`src/rtl/lfsr_ctrl_pkg.sv`:
```
// Shared constants for the lfsr_galois sequencer and its datapath.
// State encoding, default widths, zero-seed substitute and LFSR taps.
package lfsr_ctrl_pkg;

    localparam int NB_LFSR_DFLT = 8;

    localparam logic [7:0] ZERO_SEED_SUB = 8'h01;
    localparam logic [7:0] LFSR_POLY8    = 8'hB8;

    typedef logic [2:0] state_t;

    localparam state_t ST_IDLE    = 3'd0;
    localparam state_t ST_LOAD    = 3'd1;
    localparam state_t ST_CAPTURE = 3'd2;
    localparam state_t ST_RUN     = 3'd3;
    localparam state_t ST_DRAIN   = 3'd4;
    localparam state_t ST_DONE    = 3'd5;

endpackage

```
`src/rtl/lfsr_period_meter.sv`:
```
// Captures the reference word and counts advances until it reappears.
// The counter saturates; a match after saturation is dropped.
module lfsr_period_meter
    import lfsr_ctrl_pkg::*;
#(
    parameter int NB_LFSR   = NB_LFSR_DFLT,
    parameter int NB_PERIOD = 16
) (
    input  logic                 clk,
    input  logic                 i_rst,
    input  logic                 i_clear,
    input  logic                 i_capture,
    input  logic                 i_word_valid,
    input  logic [NB_LFSR-1:0]   i_word,
    output logic [NB_PERIOD-1:0] o_period,
    output logic                 o_period_ok
);

    localparam logic [NB_PERIOD-1:0] CNT_MAX = '1;

    logic [NB_LFSR-1:0]   ref_q;
    logic [NB_LFSR-1:0]   ref_d;
    logic [NB_PERIOD-1:0] cnt_q;
    logic [NB_PERIOD-1:0] cnt_d;
    logic [NB_PERIOD-1:0] period_q;
    logic [NB_PERIOD-1:0] period_d;
    logic                 ok_q;
    logic                 ok_d;
    logic                 cnt_sat;
    logic                 match;

    assign cnt_sat = (cnt_q == CNT_MAX);
    assign match   = i_word_valid && !ok_q && !cnt_sat
                     && (i_word == ref_q);

    // Only the first repeat of the reference is recorded
    always_comb begin
        ref_d    = ref_q;
        cnt_d    = cnt_q;
        period_d = period_q;
        ok_d     = ok_q;
        if (i_clear) begin
            cnt_d    = '0;
            period_d = '0;
            ok_d     = 1'b0;
        end else begin
            if (i_capture) begin
                ref_d = i_word;
            end
            if (i_word_valid && !cnt_sat) begin
                cnt_d = cnt_q + NB_PERIOD'(1);
            end
            if (match) begin
                period_d = cnt_q + NB_PERIOD'(1);
                ok_d     = 1'b1;
            end
        end
    end

    // Meter registers
    always_ff @(posedge clk) begin
        if (i_rst) begin
            ref_q    <= '0;
            cnt_q    <= '0;
            period_q <= '0;
            ok_q     <= 1'b0;
        end else begin
            ref_q    <= ref_d;
            cnt_q    <= cnt_d;
            period_q <= period_d;
            ok_q     <= ok_d;
        end
    end

    assign o_period    = period_q;
    assign o_period_ok = ok_q;

endmodule

```
`src/rtl/lfsr_galois_ctrl.sv`:
```
// Sequencer for one lfsr_galois: seed load, bounded burst, period measure.
// LFSR_CTRL_CONT_EN: burst length 0 runs until abort.
module lfsr_galois_ctrl
    import lfsr_ctrl_pkg::*;
#(
    parameter int NB_LFSR   = NB_LFSR_DFLT,
    parameter int NB_BURST  = 16,
    parameter int NB_PERIOD = 16
) (
    input  logic                 clk,
    input  logic                 i_rst,
    input  logic                 i_start,
    input  logic                 i_abort,
    input  logic [NB_LFSR-1:0]   i_seed,
    input  logic [NB_BURST-1:0]  i_burst_len,
    input  logic [NB_LFSR-1:0]   i_lfsr,
    output logic [NB_LFSR-1:0]   o_lfsr_seed,
    output logic                 o_lfsr_soft_reset,
    output logic                 o_lfsr_valid,
    output logic [NB_LFSR-1:0]   o_word,
    output logic                 o_word_valid,
    output logic                 o_busy,
    output logic                 o_done,
    output logic [NB_PERIOD-1:0] o_period,
    output logic                 o_period_ok
);

    state_t                state_q;
    state_t                state_d;
    logic [NB_LFSR-1:0]    seed_q;
    logic [NB_LFSR-1:0]    seed_d;
    logic [NB_BURST-1:0]   burst_q;
    logic [NB_BURST-1:0]   burst_d;
    logic                  cont_q;
    logic                  cont_d;
    logic                  soft_reset_q;
    logic                  soft_reset_d;
    logic                  valid_q;
    logic                  valid_d;
    logic                  word_valid_q;
    logic                  word_valid_d;
    logic                  busy_q;
    logic                  busy_d;
    logic                  done_q;
    logic                  done_d;
    logic                  last_adv;

    // Last bounded advance; never true in continuous mode
    assign last_adv = !cont_q && (burst_q == NB_BURST'(1));

    // Next state, seed/length latches and burst down-counter
    always_comb begin
        state_d = state_q;
        seed_d  = seed_q;
        burst_d = burst_q;
        cont_d  = cont_q;
        unique case (state_q)
            ST_IDLE: begin
                if (i_start) begin
                    state_d = ST_LOAD;
                    burst_d = i_burst_len;
                    seed_d  = (i_seed == '0) ?
                              NB_LFSR'(ZERO_SEED_SUB) : i_seed;
`ifdef LFSR_CTRL_CONT_EN
                    cont_d  = (i_burst_len == '0);
`else
                    cont_d  = 1'b0;
`endif
                end
            end
            ST_LOAD: begin
                state_d = i_abort ? ST_DONE : ST_CAPTURE;
            end
            ST_CAPTURE: begin
                if (i_abort) begin
                    state_d = ST_DONE;
                end else if (!cont_q && (burst_q == '0)) begin
                    state_d = ST_DONE;
                end else begin
                    state_d = ST_RUN;
                end
            end
            ST_RUN: begin
                if (!cont_q) begin
                    burst_d = burst_q - NB_BURST'(1);
                end
                // Abort still drains the word already in flight
                if (i_abort || last_adv) begin
                    state_d = ST_DRAIN;
                end
            end
            ST_DRAIN: begin
                state_d = ST_DONE;
            end
            ST_DONE: begin
                state_d = ST_IDLE;
            end
            default: begin
                state_d = ST_IDLE;
            end
        endcase
    end

    // Registered outputs follow the state being entered
    always_comb begin
        soft_reset_d = (state_d == ST_LOAD);
        valid_d      = (state_d == ST_RUN);
        word_valid_d = valid_q;
        busy_d       = (state_d != ST_IDLE);
        done_d       = (state_d == ST_DONE);
    end

    // Control and output registers
    always_ff @(posedge clk) begin
        if (i_rst) begin
            state_q      <= ST_IDLE;
            seed_q       <= '0;
            burst_q      <= '0;
            cont_q       <= 1'b0;
            soft_reset_q <= 1'b0;
            valid_q      <= 1'b0;
            word_valid_q <= 1'b0;
            busy_q       <= 1'b0;
            done_q       <= 1'b0;
        end else begin
            state_q      <= state_d;
            seed_q       <= seed_d;
            burst_q      <= burst_d;
            cont_q       <= cont_d;
            soft_reset_q <= soft_reset_d;
            valid_q      <= valid_d;
            word_valid_q <= word_valid_d;
            busy_q       <= busy_d;
            done_q       <= done_d;
        end
    end

    lfsr_period_meter #(
        .NB_LFSR   (NB_LFSR),
        .NB_PERIOD (NB_PERIOD)
    ) u_meter (
        .clk          (clk),
        .i_rst        (i_rst),
        .i_clear      (state_d == ST_LOAD),
        .i_capture    (state_q == ST_CAPTURE),
        .i_word_valid (word_valid_q),
        .i_word       (i_lfsr),
        .o_period     (o_period),
        .o_period_ok  (o_period_ok)
    );

    assign o_lfsr_seed       = seed_q;
    assign o_lfsr_soft_reset = soft_reset_q;
    assign o_lfsr_valid      = valid_q;
    assign o_word            = i_lfsr;
    assign o_word_valid      = word_valid_q;
    assign o_busy            = busy_q;
    assign o_done            = done_q;

endmodule

```
`config.mk`:
```
export PLATFORM = sky130hd
export DESIGN_NAME = lfsr_galois_ctrl
export DESIGN_NICKNAME = d
export VERILOG_FILES = /design/src/rtl/lfsr_ctrl_pkg.sv /design/src/rtl/lfsr_period_meter.sv /design/src/rtl/lfsr_galois_ctrl.sv
export SDC_FILE = /design/constraint.sdc
export NUM_CORES = 1
export LEC_CHECK = 0
export CAP_MARGIN = 15
export CORE_MARGIN = 5
export CORE_UTILIZATION = 52
export DETAILED_ROUTE_END_ITERATION = 10
export MAX_ROUTING_LAYER = met4
export PLACE_DENSITY = 0.81
export SLEW_MARGIN = 25
export SYNTH_ARGS = -nofsm -noshare
export SYNTH_HDL_FRONTEND = slang
export SYNTH_SLANG_ARGS = --single-unit
```
`constraint.sdc`:
```
create_clock -name clk -period 2.5 [get_ports clk]
set_input_delay 0.5 -clock clk [delete_from_list [all_inputs] [get_ports clk]]
set_output_delay 0.5 -clock clk [all_outputs]
set_load 0.005 [all_outputs]
```
# After elaboration in Yosys (flattened, before gate mapping)

Cells that the tools add are included.
Widths: inputs -> output; s select.

Bits in registers: 73
Input port bits: 36
Logic and storage cells: 51

Add/subtract/negate cells: 2
Eq/ne operators: 11
Mux-type cells: 9
Bitwise operators: 1
Reduce and logical (&&, ||, !) cells: 16

Operators with widths:

| operator              | number |
|---|---|
| $pmux 16 s2           | 1 |
| $add 16x1->16 const B | 1 |
| $eq 16x1->1 const B   | 1 |
| $eq 16x16->1 const B  | 1 |
| $logic_not 16->1      | 1 |
| $mux 16               | 1 |
| $sub 16x1->16 const B | 1 |
| $mux 3                | 5 |
| $pmux 3 s5            | 1 |
| $eq 3x2->1 const B    | 3 |
| $eq 8x8->1            | 1 |
| $logic_not 8->1       | 1 |
| $mux 8                | 1 |
| $eq 3x1->1 const B    | 2 |
| $eq 3x3->1 const B    | 2 |
| $reduce_and 2->1      | 3 |
| $logic_and 1x1->1     | 4 |
| $logic_not 3->1       | 1 |
| $reduce_bool 3->1     | 1 |
| $logic_not 1->1       | 2 |
| $ne 2x2->1 const B    | 1 |
| $reduce_bool 2->1     | 1 |
| $reduce_or 2->1       | 1 |
| $logic_or 1x1->1      | 1 |
| $not 1->1             | 1 |

# Longest topological paths before layout

Word-level depth: 7
Depth in mapped cells: 8
Mapped depth without buffers: 7

# By module

Synthesis repeated with hierarchy kept, for this count alone.

Cell total of the unflattened synthesis: 445
Area total of the unflattened synthesis: 3,836.2 um^2

By module, submodules not included:

| module            | times used | cells each | area an instance (um^2) | sequential area each (um^2) |
|---|---|---|---|---|
| lfsr_period_meter | 1          | 223        | 2,003.2                 | 820.8 |
| lfsr_galois_ctrl  | 1          | 222        | 1,833.0                 | 640.6 |

# Worst setup path after synthesis

Ideal clock, no wire load.

Path type: reg2reg
Start point: register u_meter.cnt_q[0]
End point: register u_meter.period_q[9], in the netlist u_meter.o_period[9]
Setup time: 0.142 ns
Data arrival time: 1.931 ns
Slack: 0.427 ns
Cell stages (with the launch flop): 9
Cell sequence: dfxtp_1 > ha_1 > nand3_1 > or4_4 > o21a_1 > buf_6 > buf_12 > a21oi_2 > a211oi_2

Word-level cells in the longest chain between the ends: 4

Ends and longest elaborated chain:

| element                                               | line                    | source |
|---|---|---|
| start: declaration                                    | lfsr_period_meter.sv:23 | `logic [NB_PERIOD-1:0] cnt_q;` |
| start signal: assignment                              | lfsr_period_meter.sv:69 | `cnt_q <= cnt_d;` |
| branches (longest 4 deep; another with $add 16x1->16) | --                      |  |
| end signal: assignment                                | lfsr_period_meter.sv:70 | `period_q <= period_d;` |
| end: declaration                                      | lfsr_period_meter.sv:25 | `logic [NB_PERIOD-1:0] period_q;` |

Several ways; the timed one is not identified.
A chain may end at the register's enable or synchronous reset.

# Final worst setup path

Start point: register u_meter.cnt_q[1]
End point: register u_meter.period_q[7], in the netlist u_meter.o_period[7]

The elaborated chain is that of the path after synthesis.

==> results.md <==
- Maximum Capacitance Violations: 0
- Layout cells sized above 1: about an eighth
- Top Ports: 74
- Avg WL per Cell: approximately 15 um
- Detailed-route via count: ~3300
- # Post-CTS Setup Buffers: 0
- CTS Buf Count: 9
- Hold path cells: 2
- Req. time, crit path: 2.73 ns
- Initial antenna violation count: 0
- CTS root buf: clkbuf_8
- Die footprint: a little under 9000 um^2
- Reg2reg setup slack: roughly 0.29 ns
- Worst setup path start: u_meter.cnt_q[1]$_SDFFE_PP0P_
- Max Slew Vio Count: 0
- Post-layout min period: 2.211 ns
- Fmax: 0.4522 GHz
- Die Wd: 93.87 um
- YS warnings: 0
- HP Class: reg -> reg
- Clock skew after layout: roughly 0.011 ns
- DP Worst Slack: between 0.1 and 0.15 ns
- Cell count after synthesis: ~420
- Worst-path clk slew: about 0.08 ns
- Tcrit/Tclk final: ~88%
- ANT nets after route: 0
- Sequential area share after synthesis: around 40%
- Crit path kind: reg -> reg
- Num Clock Sinks: 73
- Num rows: 30
- Endpoints failing setup: 0
- Total nets after synthesis: between 400 and 500
- Register area: 1461 um^2
- Number of diodes: 0
- CTS Buffer Depth: 2
- Final routed DRC violation total: 0
- Worst Tran Pin Value: approximately 0.65 ns
- Largest net degree at the start of global routing: 37
- Hold Buf Count CTS: 0
- Crit end category: register
- Max_slew headroom: a little under three fifths
- Port buffer count: 73
- Setup_tns: 0 ns
- Nets: between 500 and 600
- Min-delay src: o_lfsr_seed[1]$_SDFFE_PP0P_
- Routed WL: roughly 9000 um
- Hold endpoint: o_lfsr_seed[1]$_SDFFE_PP0P_
- Critical path startpoint category: register
- Htree depth: 3
- # fillers: between 500 and 600
- Leak Pwr: approximately 0.0016 uW
- Setup repair after global routing missed its margin: no
- Die H: 93.87 um
- Status: completed
- Share of flip-flops with an asynchronous set or reset: 0%
- Synth Register Bits: 73
- Critical path data arrival time: approximately 2.4 ns
- Power density cells: slightly below 600 nW/um^2
- Initial core utilization: a little over half
- GRT Total Usage: 21.53%
- CP max FO: 13
- Area growth, synth to finish: 28.29%
- Most frequent cells in the layout: dfxtp_1, clkdlybuf4s50_1, a21oi_1, nand2_1, nor2_1
- Average cell area after synthesis: 8.687 um^2
- GPL Wtd Cong: 0.9129
- Reg2Reg Launch Point: u_meter.cnt_q[1]$_SDFFE_PP0P_
- Yosys cell types: between 50 and 60
- Worst reg2reg path depth: 7
- Final-report hold violation count: 0
- Post-synth EDFFs: 0
- Post-route setup slack: roughly 0.29 ns
- Post-synthesis cell area: roughly 3700 um^2
- Drt pass-1 iters: 5
- Post-CTS resize count: 0
- Vias in the first global route: 3208
- DP HPWL: approximately 6400 um
- RR Endpoint: u_meter.o_period[7]$_SDFFE_PP0P_
- Skew-Pair Late Insertion Delay: approximately 0.34 ns
- CTS tree: yes
- Vias per inst: 5.639
- Maximum VDD drop: just under 0.5 mV
- Global-route wire length before repair: 14870 um
- Congestion Overflow GR: 0
- Iter 0 DRT Violations: 137
- Area of the multi-input gates: between 1500 and 2000 um^2
- Core region area: between 6000 and 7000 um^2
- Dominant synthesized flop cell: dfxtp_1
-- worst max path at each step --
stage,slack [ns],end,depth (start not counted)
5_1_grt,0.15,u_meter.o_period[15]$_SDFFE_PP0P_,7
6_report,0.29,u_meter.o_period[7]$_SDFFE_PP0P_,7
3_5_place_dp,0.12,u_meter.o_period[7]$_SDFFE_PP0P_,7
4_1_cts,0.30,u_meter.o_period[7]$_SDFFE_PP0P_,7
2_1_floorplan,0.43,u_meter.o_period[9]$_SDFFE_PP0P_,8
3_3_place_gp,0.18,u_meter.o_period[2]$_SDFFE_PP0P_,7
-- metal layers --
metal / GRT usage, % / up-vias / wire length [um]
met5: - / - / 0
met4: 7.341 / 0 / 108
met3: 5.208 / 10 / 599
met2: 34.36 / 100 / 4213
met1: 26.72 / 1578 / 3951
li1: - / 1656 / -
-- cells by family (layout without fill, tap and decap cells) --
logic type                 Yosys count  count (layout)  synth area share, %
muxes                                2               2               0.6158
buffers and inverters               39             115                5.782
xor gates and xnor gates            35              35                8.587
and+or+nand+nor                    147             147                20.49
DFF                                 73              73                39.96
AOI/OAI and AO/OA                  121             121                23.20
adders and majority gates            4               4                1.369
-- flip-flops by register name, indices dropped and copies added, names as in the netlist, 3 cells and up --
name,count
state_q,3
o_lfsr_seed,8
burst_q,16
u_meter.ref_q,8
u_meter.o_period,16
u_meter.cnt_q,16
-- final cells by class --
class	instances	share of cell area, %
Tap cell	96	2.560
Multi-Input combinational cell	309	42.48
Clock inverter	5	1.147
Timing Repair Buffer	92	18.88
Clock buffer	11	3.227
Inverter	7	0.5600
Sequential cell	73	31.15
-- where the power goes --
part | switching [uW] | internal [uW]
sequential | 51.1 | 1220
combinational | 267 | 245
clock | 424 | 512
-- metrics by stage --
stage / instance area [um^2] / hold WS [ns] / total power, uW / utilization, % / cells
after floorplan: 3657 / 0.4527 / 1589 / - / 421
after global placement: 4487 / 0.4436 / 1789 / 65.68 / 577
after detailed placement: 4487 / 0.4533 / 1802 / 65.68 / 577
after CTS: 4692 / 0.4626 / 2737 / 68.68 / 593
after global routing: 4692 / 0.4948 / 2864 / 68.68 / 593
final: 4692 / 0.4599 / 2719 / 68.68 / 593
-- cells in the mapped netlist, types with 2 or more instances --
cell | number | area [um^2]
a211oi_1 | 5 | 37.54
a211oi_2 | 10 | 125.1
a21oi_1 | 46 | 230.2
a21oi_2 | 4 | 35.03
a21oi_4 | 3 | 48.80
a221oi_1 | 2 | 17.52
a22oi_1 | 4 | 30.03
a31oi_1 | 8 | 50.05
and2_1 | 2 | 12.51
and3_1 | 6 | 37.54
buf_2 | 3 | 15.01
buf_4 | 8 | 60.06
buf_6 | 2 | 22.52
clkbuf_1 | 18 | 67.56
dfxtp_1 | 73 | 1461
ha_1 | 4 | 50.05
inv_1 | 7 | 26.28
nand2_1 | 40 | 150.1
nand2b_1 | 3 | 18.77
nand3_1 | 9 | 45.04
nand3b_1 | 2 | 15.01
nand4_1 | 2 | 12.51
nor2_1 | 38 | 142.6
nor2b_1 | 3 | 18.77
nor3_1 | 12 | 60.06
nor4_1 | 8 | 50.05
o2111ai_1 | 3 | 26.28
o211ai_1 | 9 | 67.56
o21ai_0 | 13 | 65.06
o311ai_0 | 5 | 43.79
or2_2 | 2 | 12.51
or3_1 | 7 | 43.79
or4_1 | 3 | 22.52
xnor2_1 | 14 | 122.6
xor2_1 | 20 | 175.2
-- worst max-delay path, stage by stage, from the launching register on --
cell and delay [ns]:
dfxtp_1 0.39, ha_1 0.21, nand3_1 0.15, or4_4 0.66
o21a_1 0.23, buf_4 0.21, a21oi_1 0.19, a211oi_2 0.07
Power figures use the tool's default switching activity.
